--- src/rtl/pcie_tx_arb_pkg.sv ---
// Shared types for the PCIe TX arbiter: FSM states, the AXI-stream beat record
// carried through the skid stage, and a saturating counter helper.
package pcie_tx_arb_pkg;

  localparam int unsigned TUSER_W = 4;
  localparam int unsigned DATA_W  = 64;
  localparam int unsigned KEEP_W  = DATA_W / 8;

  typedef enum logic [1:0] {
    IDLE,
    GRANT0,
    GRANT1
  } arb_state_t;

  typedef struct packed {
    logic              tlast;
    logic [KEEP_W-1:0] tkeep;
    logic [DATA_W-1:0] tdata;
    logic [TUSER_W-1:0] tuser;
  } axis_beat_t;

  function automatic logic [3:0] sat_inc(input logic [3:0] val, input logic [3:0] lim);
    return (val >= lim) ? lim : val + 4'd1;
  endfunction

endpackage

--- src/rtl/axis_skid_buf.sv ---
// Two-entry AXI-stream register slice. Input ready comes straight from a flop, so
// there is no combinational path from out_ready_i back to in_ready_o.
module axis_skid_buf
  import pcie_tx_arb_pkg::*;
(
  input  logic       clk_i,
  input  logic       rst_ni,
  input  logic       in_valid_i,
  output logic       in_ready_o,
  input  axis_beat_t in_beat_i,
  output logic       out_valid_o,
  input  logic       out_ready_i,
  output axis_beat_t out_beat_o
);

  logic       out_valid_q, out_valid_d;
  logic       skid_valid_q, skid_valid_d;
  axis_beat_t out_beat_q, out_beat_d;
  axis_beat_t skid_beat_q, skid_beat_d;
  logic       push;

  assign in_ready_o  = ~skid_valid_q;
  assign push        = in_valid_i & ~skid_valid_q;
  assign out_valid_o = out_valid_q;
  assign out_beat_o  = out_beat_q;

  always_comb begin
    out_valid_d  = out_valid_q;
    skid_valid_d = skid_valid_q;
    out_beat_d   = out_beat_q;
    skid_beat_d  = skid_beat_q;
    if (!out_valid_q || out_ready_i) begin
      // Output slot frees up: drain the skid entry first to keep beat order.
      if (skid_valid_q) begin
        out_valid_d  = 1'b1;
        out_beat_d   = skid_beat_q;
        skid_valid_d = 1'b0;
      end else begin
        out_valid_d = push;
        if (push) begin
          out_beat_d = in_beat_i;
        end
      end
    end else if (push) begin
      skid_valid_d = 1'b1;
      skid_beat_d  = in_beat_i;
    end
  end

  always_ff @(posedge clk_i or negedge rst_ni) begin
    if (!rst_ni) begin
      out_valid_q  <= 1'b0;
      skid_valid_q <= 1'b0;
      out_beat_q   <= '0;
      skid_beat_q  <= '0;
    end else begin
      out_valid_q  <= out_valid_d;
      skid_valid_q <= skid_valid_d;
      out_beat_q   <= out_beat_d;
      skid_beat_q  <= skid_beat_d;
    end
  end

endmodule

--- src/rtl/pcie_tx_arbiter.sv ---
// Packet-atomic 2:1 arbiter in front of the PCIe core TX stream: port 0 is the PIO
// engine (req/ack), port 1 the Ethernet inject path (plain AXI-stream).
module pcie_tx_arbiter
  import pcie_tx_arb_pkg::*;
#(
  parameter int unsigned C_DATA_WIDTH = 64,
  parameter int unsigned KEEP_WIDTH   = C_DATA_WIDTH / 8,
  parameter int unsigned PIO_PRIORITY = 0,
  parameter int unsigned STARVE_LIMIT = 4
) (
  input  logic                    pcie_clk,
  input  logic                    pcie_rst_n,
  input  logic                    p0_req,
  output logic                    p0_ack,
  output logic                    p0_tready,
  input  logic                    p0_tvalid,
  input  logic                    p0_tlast,
  input  logic [KEEP_WIDTH-1:0]   p0_tkeep,
  input  logic [C_DATA_WIDTH-1:0] p0_tdata,
  input  logic [TUSER_W-1:0]      p0_tuser,
  output logic                    p1_tready,
  input  logic                    p1_tvalid,
  input  logic                    p1_tlast,
  input  logic [KEEP_WIDTH-1:0]   p1_tkeep,
  input  logic [C_DATA_WIDTH-1:0] p1_tdata,
  input  logic [TUSER_W-1:0]      p1_tuser,
  input  logic                    m_tready,
  output logic                    m_tvalid,
  output logic                    m_tlast,
  output logic [KEEP_WIDTH-1:0]   m_tkeep,
  output logic [C_DATA_WIDTH-1:0] m_tdata,
  output logic [TUSER_W-1:0]      m_tuser,
  output logic [31:0]             pkt_cnt0,
  output logic [31:0]             pkt_cnt1,
  output logic                    busy
);

  localparam logic [3:0] StarveLim = 4'(STARVE_LIMIT);

  arb_state_t  state_q, state_d;
  logic        last_grant_q, last_grant_d;
  logic [3:0]  starve_q, starve_d;
  logic [31:0] cnt0_q, cnt0_d, cnt1_q, cnt1_d;

  logic        in_valid, in_ready;
  axis_beat_t  in_beat, out_beat;

  always_comb begin
    state_d      = state_q;
    last_grant_d = last_grant_q;
    starve_d     = starve_q;
    cnt0_d       = cnt0_q;
    cnt1_d       = cnt1_q;
    in_valid     = 1'b0;
    in_beat      = '0;
    p0_tready    = 1'b0;
    p1_tready    = 1'b0;
    unique case (state_q)
      IDLE: begin
        if (!p1_tvalid) begin
          starve_d = '0;
        end
        if (p0_req && p1_tvalid) begin
          if (PIO_PRIORITY == 0) begin
            state_d = last_grant_q ? GRANT0 : GRANT1;
          end else begin
            state_d = (starve_q == StarveLim) ? GRANT1 : GRANT0;
          end
        end else if (p0_req) begin
          state_d = GRANT0;
        end else if (p1_tvalid) begin
          state_d = GRANT1;
        end
      end
      GRANT0: begin
        p0_tready     = in_ready;
        in_valid      = p0_tvalid;
        in_beat.tlast = p0_tlast;
        in_beat.tkeep = p0_tkeep;
        in_beat.tdata = p0_tdata;
        in_beat.tuser = p0_tuser;
        if (p0_tvalid && in_ready && p0_tlast) begin
          state_d      = IDLE;
          last_grant_d = 1'b0;
          cnt0_d       = cnt0_q + 32'd1;
          // Count PIO wins only while the Ethernet path is actually waiting.
          if (p1_tvalid) begin
            starve_d = sat_inc(starve_q, StarveLim);
          end
        end
      end
      GRANT1: begin
        p1_tready     = in_ready;
        in_valid      = p1_tvalid;
        in_beat.tlast = p1_tlast;
        in_beat.tkeep = p1_tkeep;
        in_beat.tdata = p1_tdata;
        in_beat.tuser = p1_tuser;
        if (p1_tvalid && in_ready && p1_tlast) begin
          state_d      = IDLE;
          last_grant_d = 1'b1;
          cnt1_d       = cnt1_q + 32'd1;
          starve_d     = '0;
        end
      end
      default: state_d = IDLE;
    endcase
  end

  always_ff @(posedge pcie_clk or negedge pcie_rst_n) begin
    if (!pcie_rst_n) begin
      state_q      <= IDLE;
      last_grant_q <= 1'b1;
      starve_q     <= '0;
      cnt0_q       <= '0;
      cnt1_q       <= '0;
    end else begin
      state_q      <= state_d;
      last_grant_q <= last_grant_d;
      starve_q     <= starve_d;
      cnt0_q       <= cnt0_d;
      cnt1_q       <= cnt1_d;
    end
  end

  axis_skid_buf u_skid (
    .clk_i       (pcie_clk),
    .rst_ni      (pcie_rst_n),
    .in_valid_i  (in_valid),
    .in_ready_o  (in_ready),
    .in_beat_i   (in_beat),
    .out_valid_o (m_tvalid),
    .out_ready_i (m_tready),
    .out_beat_o  (out_beat)
  );

  assign m_tlast  = out_beat.tlast;
  assign m_tkeep  = out_beat.tkeep;
  assign m_tdata  = out_beat.tdata;
  assign m_tuser  = out_beat.tuser;
  assign p0_ack   = (state_q == GRANT0);
  assign busy     = (state_q != IDLE);
  assign pkt_cnt0 = cnt0_q;
  assign pkt_cnt1 = cnt1_q;

endmodule

--- config.mk ---
export PLATFORM = sky130hd
export DESIGN_NAME = pcie_tx_arbiter
export DESIGN_NICKNAME = d
export VERILOG_FILES = /design/src/rtl/pcie_tx_arb_pkg.sv /design/src/rtl/axis_skid_buf.sv /design/src/rtl/pcie_tx_arbiter.sv
export SDC_FILE = /design/constraint.sdc
export NUM_CORES = 1
export LEC_CHECK = 0
export ABC_CLOCK_PERIOD_IN_PS = 2700
export CAP_MARGIN = 20
export CORE_ASPECT_RATIO = 1.4
export CORE_MARGIN = 4
export CORE_UTILIZATION = 49
export CTS_CLUSTER_DIAMETER = 50
export DETAILED_ROUTE_END_ITERATION = 10
export PLACE_DENSITY = 0.81
export SLEW_MARGIN = 20
export SYNTH_ARGS = -nofsm -noshare
export SYNTH_HDL_FRONTEND = slang
export SYNTH_HIERARCHICAL = 1
export SYNTH_SLANG_ARGS = --single-unit
--- constraint.sdc ---
create_clock -name pcie_clk -period 2.7 [get_ports pcie_clk]
set_clock_uncertainty 0.1 [all_clocks]
set_input_delay 0.405 -clock pcie_clk [delete_from_list [all_inputs] [get_ports pcie_clk]]
set_output_delay 0.405 -clock pcie_clk [all_outputs]
set_load 0.02 [all_outputs]
==> summary.txt <==
Clocking
  – CTS sink count: 223
  – H-tree depth: 1
  – Clock root cell: clkbuf_16
  – Clk pin slew, worst setup/hold paths: 60 ps
  – Clk buf depth: 3
  – Worst-Skew Late Latency: 510 ps
  – CTS Buf Count: 24
  – CTS tree: yes

Power and ir drop
  – Power density cells: between 700 and 800 nW/µm²
  – Leakage: 6.928 nW
  – VDD IR max: 0.7730 mV

Logic synthesis
  – Synth unique cells: 42
  – Mapped Avg Cell Area: ~13 µm²
  – Post-Syn Area: 11280 µm²
  – Synth area leaders: dfrtp_1 (49%), mux2_2 (17%), a22oi_1 (5.2%)
  – Asr flop ratio synth: 100.0%
  – Synth cell count leaders: dfrtp_1 (222), mux2_2 (173), nor2b_1 (79)
  – Synth Flop Type: dfrtp_1
  – Seq/Total Area, Yosys: a little under 50%
  – Biggest area consumer among synthesized cells: dfrtp_1
  – Post-synth EDFFs: 0
  – Syn Inst Count: around 890
  – Synth top area share: about half
  – #FFs+latches synth: roughly 220
  – Syn nets: between 1000 and 1500
  – YS warnings: 6
  – Most common cell in the netlist: dfrtp_1

Detailed routing
  – Detail Route Antenna Nets: 0
  – 1st-iter DRT viols: 365
  – Via count: around 8000
  – DRT Pass-1 Iters: 4
  – Final wirelength: 28840 µm
  – Routed WL per cell: 19.14 µm
  – DR DRC count: 0
  – Drt via density: 5.458

Status
  – Status: finished, final reports clean

Setup path
  – Startpoint Class: register
  – Reg2Reg Depth: 7
  – Arrival time at the worst endpoint: 2090 ps
  – Critical path required time: roughly 2200 ps
  – Worst Path Max Fanout: 16
  – Crit end category: output port
  – Setup CP Type: register to output port

STA
  – RSZ-0062 raised after global routing: false
  – FMAX: 385.5 MHz
  – Fin crit share: 96.09%
  – Relative slew slack: 53.68%
  – Hold Vio Cnt, Final: 0
  – Slew Viols, Final: 0
  – Slew @ Worst Pin: between 600 and 700 ps
  – Setup TNS: 0 ps
  – Setup slack after layout: 105.7 ps
  – WHS: 309.9 ps
  – Period minus WS final: 2594 ps
  – Final Setup Violations: 0

Flow run
  – MaxCap Viol Count: 0

GRT
  – Global Route Usage Sum: 21.86%
  – Vias in the first global route: 8461
  – Remaining global-route overflow: 0
  – Largest net degree at the start of global routing: 78
  – First-pass GRT wire length: approximately 45000 µm
  – Initial antenna violation count: 1

Cells and area
  – Post-route cell area: 15580 µm²
  – Final core occ: 68.92%
  – Share of layout cells above drive strength 1: a little under a quarter
  – Layout area overhead: 38.08%
  – Final nets: between 1000 and 1500

Die
  – Io pins: 306
  – Die extent in y: 187.6 µm
  – Initial core utilization: 49.91%
  – Core Area: 22610 µm²
  – Std cell rows: 65
  – Die Area: ~26000 µm²
  – Die width: 136.3 µm

Placement
  – DP Area: 14640 µm²
  – Placer congestion estimate: roughly 0.83
  – PortBufs: approximately 310
  – Hpwl dp: about 20000 µm
  – Place WS: between 70 and 80 ps

Worst hold path
  – Hold Crit Class: primary input to asynchronous set/reset pin
==> power breakdown <==
part / switching, mW / total, mW / internal, mW
Combinational: 1.94 / 3.96 / 2.02
Sequential: 0.271 / 4.07 / 3.80
Clock: 1.36 / 3.74 / 2.38
Total: 3.57 / 11.8 / 8.20
==> sequential cells by signal (all words and copies together) (netlist names) <==
signal and flops:
u_skid/out_beat_o 77, u_skid/out_valid_o 1, state_q 2, u_skid/skid_beat_q 77, pkt_cnt1 32, pkt_cnt0 32
u_skid/skid_valid_q 1, last_grant_q 1
==> per-layer routing <==
metal | global-route usage [%] | wire length, µm | vias up
li1 | - | - | 3800
met1 | 26.45 | 11280 | 4145
met2 | 38.76 | 14950 | 226
met3 | 4.321 | 1698 | 54
met4 | 7.021 | 917 | 0
met5 | 0 | 0 | -
==> metrics by stage <==
stage               instances  power [mW]
floorplan                 892       6.627
global placement         1460       8.026
CTS                      1506       11.90
global route             1507       12.34
detailed placement       1460       8.104
finish                   1507       11.77
==> kinds of logic (layout without fill, tap and decap cells) <==
kind of cell             Yosys count  after routing  synth area share [%]
AO/OA/AOI/OAI                     83             83                 5.455
XOR/XNOR                          62             62                 4.812
adder cells (fa/ha/maj)            5              5                0.5544
buffers and inverters             63            376                 3.105
flip-flops                       223            223                 49.46
multiplexers                     233            233                 24.25
other                              0              1                     0
AND/OR/NAND/NOR                  223            223                 12.36
==> area by class of cell <==
class,count,area [µm²]
Fill cell,1702,7028
Sequential cell,223,5585
Multi-Input combinational cell,606,5384
Timing Repair Buffer,326,3296
Clock buffer,33,695.7
Tap cell,301,376.6
Clock inverter,11,219.0
Inverter,6,22.52
Antenna cell,1,2.502
==> placed cells by master, fill, tap and decap left out, types with 3 or more instances in the layout <==
master and count:
clkdlybuf4s50_1 303, dfrtp_1 221, mux2_2 173, nor2b_1 78, a22oi_1 78, xor2_1 33
mux2_4 30, mux2_1 30, xnor2_1 29, nand2_1 28, clkbuf_16 25, nand4_1 21
nand3_1 18, nor2_1 13, buf_4 13, and3_1 12, nor3_1 9, and4_1 8
inv_1 6, bufinv_16 6, buf_12 6, and2_1 5, nor4_2 5, nor4_1 5
nor3_2 4, clkbuf_1 4, clkbuf_8 4, clkinv_2 3
==> critical path, cell delays in order, from the launching register on <==
cell,delay (ps)
dfrtp_1,380
inv_1,120
ha_4,300
and2_1,170
clkdlybuf4s50_1,610
==> worst paths after layout <==
check                                          from                                 end  slack (ps)
hold reg to reg            pkt_cnt1[31]$_DFFE_PN0P_            pkt_cnt1[31]$_DFFE_PN0P_         380
hold / removal                           pcie_rst_n            pkt_cnt1[25]$_DFFE_PN0P_         310
max in group asynchronous                pcie_rst_n  u_skid/skid_beat_q[14]$_DFFE_PN0P_        1390
setup / recovery             state_q[1]$_DFFE_PN0P_                           p0_tready         110
min in group pcie_clk      pkt_cnt1[31]$_DFFE_PN0P_            pkt_cnt1[31]$_DFFE_PN0P_         380
setup reg to reg             state_q[1]$_DFFE_PN0P_  u_skid/skid_beat_q[30]$_DFFE_PN0P_         220
==> repair_timing <==
| action | in CTS | in global routing |
|---|---|---|
| hold buffers | 1 | 0 |
| endpoints found under the hold margin | 52 | 0 |
| setup buffers | 1 | 0 |
| setup endpoints to repair | 2 | 0 |
| gates resized for setup | 1 | 0 |
Power figures use the tool's default switching activity.
